### src/rtl/digit_scan_ctrl.sv
// Scan controller for a multiplexed common-cathode seven-segment display.
// Rotates a one-hot digit select, blanks each slot start, suppresses leading zeros, commits loads at frame edges.
module digit_scan_ctrl #(
    parameter int DIGITS    = 3,
    parameter int SCAN_DIV  = 50000,
    parameter int BLANK_CYC = 16
) (
    input  logic                  clk,
    input  logic                  rst_N,
    input  logic                  enable,
    input  logic                  lz_suppress,
    input  logic                  load_valid,
    output logic                  load_ready,
    input  logic [4*DIGITS-1:0]   number_BCD,
    output logic [6:0]            seg_out,
    output logic [DIGITS-1:0]     dig_sel,
    output logic                  frame_done
);

    localparam int CNT_W = (SCAN_DIV > 1) ? $clog2(SCAN_DIV) : 1;
    localparam int IDX_W = (DIGITS > 1) ? $clog2(DIGITS) : 1;
    localparam logic [CNT_W-1:0] SLOT_LAST = CNT_W'(SCAN_DIV - 1);
    localparam logic [IDX_W-1:0] IDX_LAST  = IDX_W'(DIGITS - 1);
    localparam logic [CNT_W-1:0] BLANK_END = CNT_W'(BLANK_CYC);

    logic [CNT_W-1:0]      slot_cnt;
    logic [IDX_W-1:0]      dig_idx;
    logic [4*DIGITS-1:0]   disp_val;
    logic [4*DIGITS-1:0]   pend_val;
    logic                  pending;

    logic [3:0]            cur_nib;
    logic                  lead_zero;
    logic                  zero_run;
    logic                  frame_end;
    logic [6:0]            seg_nxt;
    logic [DIGITS-1:0]     sel_nxt;

    function automatic logic [6:0] decode(input logic [3:0] nib);
        case (nib)
            4'd0:    decode = 7'h3F;
            4'd1:    decode = 7'h06;
            4'd2:    decode = 7'h5B;
            4'd3:    decode = 7'h4F;
            4'd4:    decode = 7'h66;
            4'd5:    decode = 7'h6D;
            4'd6:    decode = 7'h7D;
            4'd7:    decode = 7'h07;
            4'd8:    decode = 7'h7F;
            4'd9:    decode = 7'h6F;
            default: decode = 7'h40;
        endcase
    endfunction

    assign load_ready = !pending;

    // Walk from the most significant nibble down so zero_run tells whether
    // every nibble above and including the active one is zero.
    always_comb begin
        cur_nib   = 4'h0;
        lead_zero = 1'b0;
        zero_run  = 1'b1;
        for (int i = DIGITS - 1; i >= 0; i--) begin
            zero_run = zero_run && (disp_val[i*4 +: 4] == 4'h0);
            if (dig_idx == IDX_W'(i)) begin
                cur_nib   = disp_val[i*4 +: 4];
                lead_zero = zero_run && (i != 0);
            end
        end

        sel_nxt = '0;
        seg_nxt = '0;
        if (slot_cnt >= BLANK_END) begin
            sel_nxt = DIGITS'(1) << dig_idx;
            seg_nxt = (lz_suppress && lead_zero) ? 7'h00 : decode(cur_nib);
        end

        frame_end = (slot_cnt == SLOT_LAST) && (dig_idx == IDX_LAST);
    end

    // Commit and accept are exclusive: accept needs pending low, commit needs it high.
    always_ff @(posedge clk) begin
        if (rst_N) begin
            slot_cnt   <= '0;
            dig_idx    <= '0;
            disp_val   <= '0;
            pend_val   <= '0;
            pending    <= 1'b0;
            seg_out    <= '0;
            dig_sel    <= '0;
            frame_done <= 1'b0;
        end else begin
            if (load_valid && !pending) begin
                pend_val <= number_BCD;
                pending  <= 1'b1;
            end

            if (enable) begin
                if (slot_cnt == SLOT_LAST) begin
                    slot_cnt <= '0;
                    dig_idx  <= (dig_idx == IDX_LAST) ? '0 : dig_idx + 1'b1;
                end else begin
                    slot_cnt <= slot_cnt + 1'b1;
                end
                seg_out    <= seg_nxt;
                dig_sel    <= sel_nxt;
                frame_done <= frame_end;
                if (frame_end && pending) begin
                    disp_val <= pend_val;
                    pending  <= 1'b0;
                end
            end else begin
                slot_cnt   <= '0;
                dig_idx    <= '0;
                seg_out    <= '0;
                dig_sel    <= '0;
                frame_done <= 1'b0;
                if (pending) begin
                    disp_val <= pend_val;
                    pending  <= 1'b0;
                end
            end
        end
    end

endmodule

### config.mk
export PLATFORM = sky130hd
export DESIGN_NAME = digit_scan_ctrl
export DESIGN_NICKNAME = d
export VERILOG_FILES = /design/src/rtl/digit_scan_ctrl.sv
export SDC_FILE = /design/constraint.sdc
export NUM_CORES = 1
export LEC_CHECK = 0
export CELL_PAD_IN_SITES_DETAIL_PLACEMENT = 2
export CELL_PAD_IN_SITES_GLOBAL_PLACEMENT = 2
export CORE_UTILIZATION = 33
export CTS_BUF_LIST = sky130_fd_sc_hd__clkbuf_16
export CTS_CLUSTER_DIAMETER = 150
export CTS_CLUSTER_SIZE = 20
export DETAILED_ROUTE_END_ITERATION = 16
export PLACE_DENSITY_LB_ADDON = 0.1
export SLEW_MARGIN = 25
export SYNTH_ARGS = -nofsm -noshare
export SYNTH_HDL_FRONTEND = slang
export SYNTH_SLANG_ARGS = --single-unit
### constraint.sdc
create_clock -name clk -period 2.8 [get_ports clk]
set_clock_uncertainty 0.1 [all_clocks]
set_input_delay 0.56 -clock clk [delete_from_list [all_inputs] [get_ports clk]]
set_output_delay 0.56 -clock clk [all_outputs]
set_load 0.02 [all_outputs]
; Word-level counts from Yosys, hierarchy flattened
; Memories as Yosys holds them, arrays and structs flattened. A register that Yosys moved wholly into a read port is not among the register bits.
; Cells that the tools add are included.
[classes]
addsub = 2
n_lt_le_gt_ge = 1
eq_ne = 4
shift = 1
mux = 14
bitwise = 2
reduce_logical = 15
[ops]
columns = op, count
row1 = $mux 12, 3
row2 = $add 16x1->16 const B, 1
row3 = $eq 16x16->1 const B, 1
row4 = $ge 16x5->1 const B, 1
row5 = $mux 4, 3
row6 = $logic_not 4->1, 2
row7 = $mux 1, 7
row8 = $reduce_or 3->1, 2
row9 = $logic_and 1x1->1, 5
row10 = $reduce_or 4->1, 1
row11 = $shl 1x2->3 const A, 1
row12 = $add 2x1->2 const B, 1
row13 = $eq 2x1->1 const B, 1
row14 = $eq 2x2->1 const B, 1
row15 = $logic_not 2->1, 1
row16 = $mux 2, 1
row17 = $ne 2x1->1 const B, 1
row18 = $not 1->1, 2
row19 = $reduce_and 2->1, 1
row20 = $reduce_bool 2->1, 1
row21 = $reduce_or 2->1, 1
row22 = $logic_not 1->1, 1
[word_totals]
register_bits = 47
romBits = 112
in_bits = 17
out_inout_bits = 12
word_cells = 47
memories = 1
[mem_list]
columns = name, words, width, rd, rd_ports_with_merged_regs, wr, line_no
row1 = (name not given), 16, 7, 1, 1, 0, 40  ; case (nib)

; Depth between registers and ports, before layout
; Gate-level depths: netlist (run 1).
[logic_depth]
ltp_word = 6
depth_mapped = 10
depth_no_buf = 8

; Worst setup path after synthesis (run 1)
; OpenSTA, ideal clock, no wires.
[synth_path]
path_kind = reg2reg
from = reg dig_idx[1]
to = reg seg_out[5]
setup_time_ps = 76
arrival_ps = 2137
required_ps = 2624
path_slack_ps = 487
path_stages_with_launch = 8
n_path_buf = 1
synth_period_minus_slack_ps = 2313
path_cell_list = dfxtp_1 > clkbuf_1 > mux2_2 > a22oi_1 > inv_1 > ha_1 > or3_1 > a31oi_1
[synth_between]
elab_chain_len = 6
word_cells_on_any_way = 11
classes_between = eq/ne: 2 / mux: 6 / reduce/logical: 3
[synth_rtl]
columns = item, line_no
row1 = from (decl), 27  ; logic [IDX_W-1:0] dig_idx;
row2 = from (signal assigned), 101  ; dig_idx <= (dig_idx == IDX_LAST) ? '0 : dig_idx + 1'b1;
row3 = $eq 2x2->1, 65  ; if (dig_idx == IDX_W'(i)) begin
row4 = $mux 1 (3 in series), 65
row5 = $logic_and 1x1->1, 75  ; seg_nxt = (lz_suppress && lead_zero) ? 7'h00 : decode(cur_nib);
row6 = $reduce_or 4->1 (no line), n/a
row7 = to (decl), 15  ; output logic [6:0] seg_out,
; Several ways; a longest one is shown, not always the timed one.
; A chain may end at the register's enable or synchronous reset.

; Worst setup path in the final report (run 1)
[layout_path]
from = reg dig_idx[1]
to = reg seg_out[0]
; Same word-level chain as after synthesis.

==> run_results.csv, run 1 <==
group,metric,value,unit
synthesis,ys_warn_count,0,
pwr,p_sw_frac,0.248,
timing,period_share,0.848,
clock_network,root_buffer,"clkbuf_16",
timing,maxSlewHeadroom,0.560,
global_route,grt_pass1_wl,13300,um
timing,layout_min_cycle_time,2380,ps
synthesis,synth_area_leader_cell,"dfxtp_1",
pwr,power_density,497,nW/um2
synthesis,ys_types,38,
global_route,overflow,0,
floorplanning,die_x,92.3,um
global_route,grt_use_total,0.195,
timing,slew_violations,0,
drt,drt-total-wl,7670,um
floorplanning,rows,32,
drt,drc,0,
global_route,grt_max_degree,25,
timing,rsz0062_at_grt,"false",
hold_path,hold_class,"reg2reg",
synthesis,synth_nets,353,
clock_network,clockBufferDepth,2,
placement,place.gp.congestion,0.708,
run,drv_cap,0,
worst_setup_path,cpPeakStageDelay,560,ps
clock_network,worst_skew_pair.late_latency,290,ps
cells_and_area,fill_cells,894,
drt,vias,2469,
floorplanning,chipHeight,92.3,um
timing,hold_violations,0,
floorplanning,io_pins,29,
status,status,"finished, final reports clean",
worst_setup_path,crit_arrival,2490,ps
pwr,comb_power_share,0.113,
drt,vias_per_cell,5.47,
worst_setup_path,start_kind,"flip-flop",
synthesis,synth_cells,328,
floorplanning,coreArea,7810,um2
cells_and_area,final_nets,374,
clock_network,cts.clk_slew.worst_paths,70,ps
worst_setup_path,crit_chain,"nor2b_1 > a2bb2oi_1 > inv_1 > ha_1 > or3_1 > a31oi_1",
timing,max_clock_freq,421,MHz
clock_network,cts_tree,"done",
floorplanning,die-area,8520,um2
synthesis,yosysMostFrequentCell,"dfxtp_1",
clock_network,clock-sinks,54,
cells_and_area,drive_above_1_share,0.0630,
cells_and_area,area_delta_synth_final,19.3,%
synthesis,synth_area_per_cell,8.21,um2
drt,ant_nets,0,
drt,wl_per_cell,17.0,um
timing,setup_viol,0,
synthesis,synth_top_cells_by_area,"dfxtp_1 (40%), nor3b_1 (6.7%), nand3_1 (6.3%)",
clock_network,postCtsResizedCells,0,
synthesis,synth_area,2690,um2
global_route,grt_use_met1,0.264,
pwr,power.internal,0.00120,W
worst_setup_path,path_max_fanout,11,
drt,drt_iter0_markers,82,
global_route,use_met2,0.333,
drt,dr.pass1.iters,4,
global_route,grt_antenna_before_repair,0,
synthesis,synth_edf_count,0,
timing,worst_pin_slew,654,ps
placement,dp.final_hpwl,5520,um
clock_network,hold_buffers,0,
worst_setup_path,crit_type,"reg2reg",
timing,final.setup.tns,0,ps
synthesis,ys.flop_type,"dfxtp_1",
synthesis,synth_seq_cells,54,
global_route,top_usage_layer,"met2",
clock_network,htreeDepth,2,
synthesis,synth.top_cell.area_share,0.402,
worst_setup_path,critPathSlowestCell,"dfxtp_1",
pwr,pwr-share-seq,0.516,
worst_setup_path,cp.required,2910,ps
placement,numPortBuffers,28,
synthesis,seq_area_frac_synth,0.402,
clock_network,cts_made_buffers,5,
pwr,leakage,1.14,nW
synthesis,yosys-top-cells-count,"dfxtp_1 (54), nand2_1 (36), nand3_1 (34)",
worst_setup_path,end_kind,"flip-flop",
pwr,p_switching,0.000396,W
floorplanning,initial_core_util,0.345,
global_route,use_met3,0.0255,
synthesis,async_flop_share,0,
pwr,ir_worst_vdd,0.000251,V
cells_and_area,n_antenna_cell,0,
cells_and_area,final_util,0.411,
pwr,clkPwrFrac,0.371,
clock_network,post_cts_buffers,0,
global_route,grt_pass1_vias,2593,
## final timing paths
path | start | end | slack, ps | cells past startpoint
worst min register to register | pend_val[5]$_SDFFE_PP0P_ | pend_val[5]$_SDFFE_PP0P_ | 380 | 2
worst max register to register | dig_idx[1]$_SDFFE_PP0N_ | seg_out[0]$_SDFF_PP0_ | 420 | 6
worst min-delay path | pend_val[5]$_SDFFE_PP0P_ | pend_val[5]$_SDFFE_PP0P_ | 380 | 2
worst max-delay path | dig_idx[1]$_SDFFE_PP0N_ | seg_out[0]$_SDFF_PP0_ | 420 | 6
## cell type report
cell class	instances	area, um2	area share
clock inverters	2	7.51	0.00234
multi-input cells	239	1480	0.460
inverters	12	45.0	0.0140
well taps	102	128	0.0397
flip-flops and latches	54	1080	0.337
repair buffers	37	348	0.108
clock buffers	5	125	0.0390
## power by group through the flow
stage / sequential [W] / clock (W) / combinational (W)
3_3_place_gp: 0.000841 / 0 / 0.000177
4_1_cts: 0.000824 / 0.000614 / 0.000183
2_1_floorplan: 0.000829 / 0 / 0.000119
6_report: 0.000824 / 0.000593 / 0.000180
3_5_place_dp: 0.000841 / 0 / 0.000181
5_1_grt: 0.000828 / 0.000637 / 0.000205
## state kept, by name, summed over array words and instances, names as in the netlist
| signal | cells |
|---|---|
| slot_cnt | 16 |
| disp_val | 12 |
| pending | 1 |
| dig_sel | 3 |
| seg_out | 7 |
| frame_done | 1 |
| pend_val | 12 |
| dig_idx | 2 |
## metal layers
metal | vias to the layer above | routed length [um]
met3 | 6 | 178
met4 | 0 | 63
li1 | 1216 | -
met5 | - | 0
met2 | 37 | 3640
met1 | 1210 | 3790
## stage by stage
stage                     std cells  total power [W]  cell area, um2  setup WS, ps  hold slack [ps]
final                           451          0.00160            3210           425              380
after global routing            451          0.00167            3210           156              417
after floorplan                 328         0.000948            2690           487              342
after detailed placement        444          0.00102            3080           432              371
after global placement          444          0.00102            3080           484              364
after CTS                       451          0.00162            3210           423              381
## logic make-up (layout without fill, tap and decap cells)
logic type                 count (synthesis)  after routing  share of synthesized area
AOI/OAI and AO/OA                         62             62                      0.148
muxes                                      5              5                     0.0200
buffers and inverters                     35             56                     0.0493
xor gates and xnor gates                  12             12                     0.0391
DFF                                       54             54                      0.402
adders and majority gates                  8              8                     0.0372
and+or+nand+nor                          152            152                      0.305
## critical path: cells and delay by family (launching register included)
kind	cells	cell delay (ps)
AO/OA/AOI/OAI	2	670
adder cells (fa/ha/maj)	1	220
buffers and inverters	1	140
flip-flops	1	560
AND/OR/NAND/NOR	2	620
## placed cells by master (no fill, tap or decap), types with 2 or more instances in the layout
cell	count
o21ai_0	14
mux2_2	3
clkdlybuf4s50_1	28
and3_1	4
nand4_1	6
ha_1	8
nand3_1	34
clkbuf_16	5
a32oi_1	12
or3_1	7
xnor2_1	9
nor2_1	15
buf_4	9
or4_4	2
dfxtp_1	54
a31oi_1	4
inv_1	14
nor3b_1	24
a22oi_1	2
nor2b_1	5
or4_1	3
mux2i_1	2
a21o_1	2
a2bb2oi_1	2
nor3_1	7
xor2_1	3
nor4_1	5
nand2_1	36
a21oi_1	20
Note: power is estimated with default switching activity, not from simulation.
==> inputs of run 2 (changes only) <==
clock period = 2.25 ns   (was 2.8 ns; I/O delays follow)
==> run_results.csv, run 2 (synthesis results as in run 1) <==
group,metric,value,unit
pwr,ir_worst_vdd,0.000313,V
timing,max_clock_freq,459,MHz
status,status,"finished, final reports clean",
clock_network,clockBufferDepth,2,
cells_and_area,multi_input_area,1480,um2
run,drv_cap,0,
drt,dr.pass1.iters,4,
cells_and_area,area_delta_synth_final,25.9,%
cells_and_area,fill_cells,891,
drt,drt_iter0_markers,112,
hold_path,hold_class,"reg2reg",
timing,hold_violations,0,
timing,setup_slack,70.3,ps
floorplanning,io_pins,29,
timing,final.setup.tns,0,ps
drt,ant_nets,0,
global_route,grt_max_degree,39,
cells_and_area,seqCellArea,1080,um2
pwr,power.internal,0.00151,W
global_route,overflow,0,
clock_network,clock-sinks,54,
drt,vias,2562,
timing,period_share,0.969,
timing,maxSlewHeadroom,0.632,
cells_and_area,n_antenna_cell,0,
drt,vias_per_cell,5.46,
cells_and_area,final_nets,392,
floorplanning,rows,32,
global_route,grt_antenna_before_repair,0,
floorplanning,die_x,92.3,um
cells_and_area,regMostFlops,"slot_cnt",
global_route,grt_use_total,0.201,
floorplanning,initial_core_util,0.345,
cells_and_area,final_cell_mix,"dfxtp_1 (54), nand2_1 (36), nand3_1 (34)",
drt,wl_per_cell,16.9,um
pwr,leakage,1.24,nW
pwr,p_switching,0.000506,W
pwr,power_density,595,nW/um2
timing,slew_violations,0,
clock_network,cts.clk_slew.worst_paths,70,ps
floorplanning,chipHeight,92.3,um
global_route,grt_pass1_wl,13600,um
timing,worst_pin_slew,553,ps
cells_and_area,largest_reg_flops,16,
timing,rsz0062_at_grt,"true",
worst_setup_path,crit_type,"reg2reg",
placement,place_ws,53.2,ps
cells_and_area,layout_commonest_cell,"dfxtp_1",
worst_setup_path,start_kind,"flip-flop",
worst_setup_path,cpPeakStageDelay,570,ps
clock_network,root_buffer,"clkbuf_16",
pwr,comb_power_share,0.122,
worst_setup_path,end_kind,"flip-flop",
timing,setup_viol,0,
clock_network,hold_buffers,0,
clock_network,worst_skew_pair.late_latency,290,ps
worst_setup_path,path_max_fanout,12,
worst_setup_path,crit_arrival,2250,ps
cells_and_area,largestRegisters,"slot_cnt: 16 flops, disp_val: 12 flops, pend_val: 12 flops",
cells_and_area,drive_above_1_share,0.112,
clock_network,cts_tree,"done",
drt,drc,0,
pwr,pwr-share-seq,0.509,
drt,drt-total-wl,7930,um
global_route,grt_pass1_vias,2611,
worst_setup_path,cp.required,2320,ps
placement,numPortBuffers,28,
floorplanning,die-area,8520,um2
floorplanning,coreArea,7810,um2
worst_setup_path,path_buf_inv,1,
pwr,p_sw_frac,0.251,
clock_network,htreeDepth,2,
worst_setup_path,crit_chain,"or4_4 > or4_1 > buf_4 > o21ai_0 > nand3_1",
worst_setup_path,critPathSlowestCell,"or4_4",
placement,place.gp.congestion,0.807,
worst_setup_path,ff2ff_setup_slack,70,ps
pwr,clkPwrFrac,0.369,
timing,layout_min_cycle_time,2180,ps
clock_network,cts_made_buffers,5,
worst_setup_path,crit_family,"simple AND/OR/NAND/NOR gates",
placement,dp.final_hpwl,5710,um
==> run 2: power groups by stage <==
stage | clock network (W) | registers [W] | logic [W]
after CTS | 0.000772 | 0.00102 | 0.000249
final | 0.000745 | 0.00103 | 0.000245
after floorplan | 0 | 0.00103 | 0.000149
after global routing | 0.000801 | 0.00103 | 0.000277
after global placement | 0 | 0.00104 | 0.000238
after detailed placement | 0 | 0.00105 | 0.000247
==> run 2: area by class of cell <==
| type | count | area share |
|---|---|---|
| Timing Repair Buffer | 55 | 0.154 |
| Tap cell | 102 | 0.0377 |
| Multi-Input combinational cell | 239 | 0.437 |
| Sequential cell | 54 | 0.319 |
| Clock buffer | 5 | 0.0369 |
| Clock inverter | 2 | 0.00221 |
| Inverter | 12 | 0.0133 |
==> run 2: final timing paths <==
path	start	endpoint	cells past startpoint
max	slot_cnt[10]$_SDFF_PP0_	disp_val[7]$_SDFFE_PP0P_	5
min	pend_val[2]$_SDFFE_PP0P_	pend_val[2]$_SDFFE_PP0P_	2
max reg2reg	slot_cnt[10]$_SDFF_PP0_	disp_val[7]$_SDFFE_PP0P_	5
min reg2reg	pend_val[2]$_SDFFE_PP0P_	pend_val[2]$_SDFFE_PP0P_	2
==> run 2: metal layers <==
layer	GRT usage	wire length [um]	vias to the layer above	share of wire
met5	0	0	-	0
met1	0.285	4030	1268	0.51
met4	0.0391	64	0	0.0081
met3	0.0271	152	5	0.019
li1	-	-	1254	-
met2	0.327	3690	35	0.46
==> run 2: through the flow <==
step                total power, W   util  hold WS (ps)  area, um2  cells
floorplan                  0.00118      -           342       2700    328
global placement           0.00128  0.416           359       3250    461
detailed placement         0.00129  0.416           364       3250    461
CTS                        0.00205  0.433           374       3380    468
global route               0.00211  0.434           405       3390    469
finish                     0.00202  0.434           373       3390    469
==> run 2: timing repair <==
action | CTS | global route
gates resized for setup | 0 | 1
setup buffers | 0 | 1
setup endpoints to repair | 0 | 7
==> run 2: worst register-to-register path, delay by kind of cell, from the launching register on <==
kind / cells / cell delay (ps)
buffers and inverters: 1 / 200
DFF: 1 / 350
and+or+nand+nor: 3 / 1220
AOI/OAI and AO/OA: 1 / 190
==> inputs of run 3 (changes only) <==
SKIP_LAST_GASP = 1   (was unset)
==> results of run 3 <==
The final DEF is identical to that of run 2; final timing and power are the same.
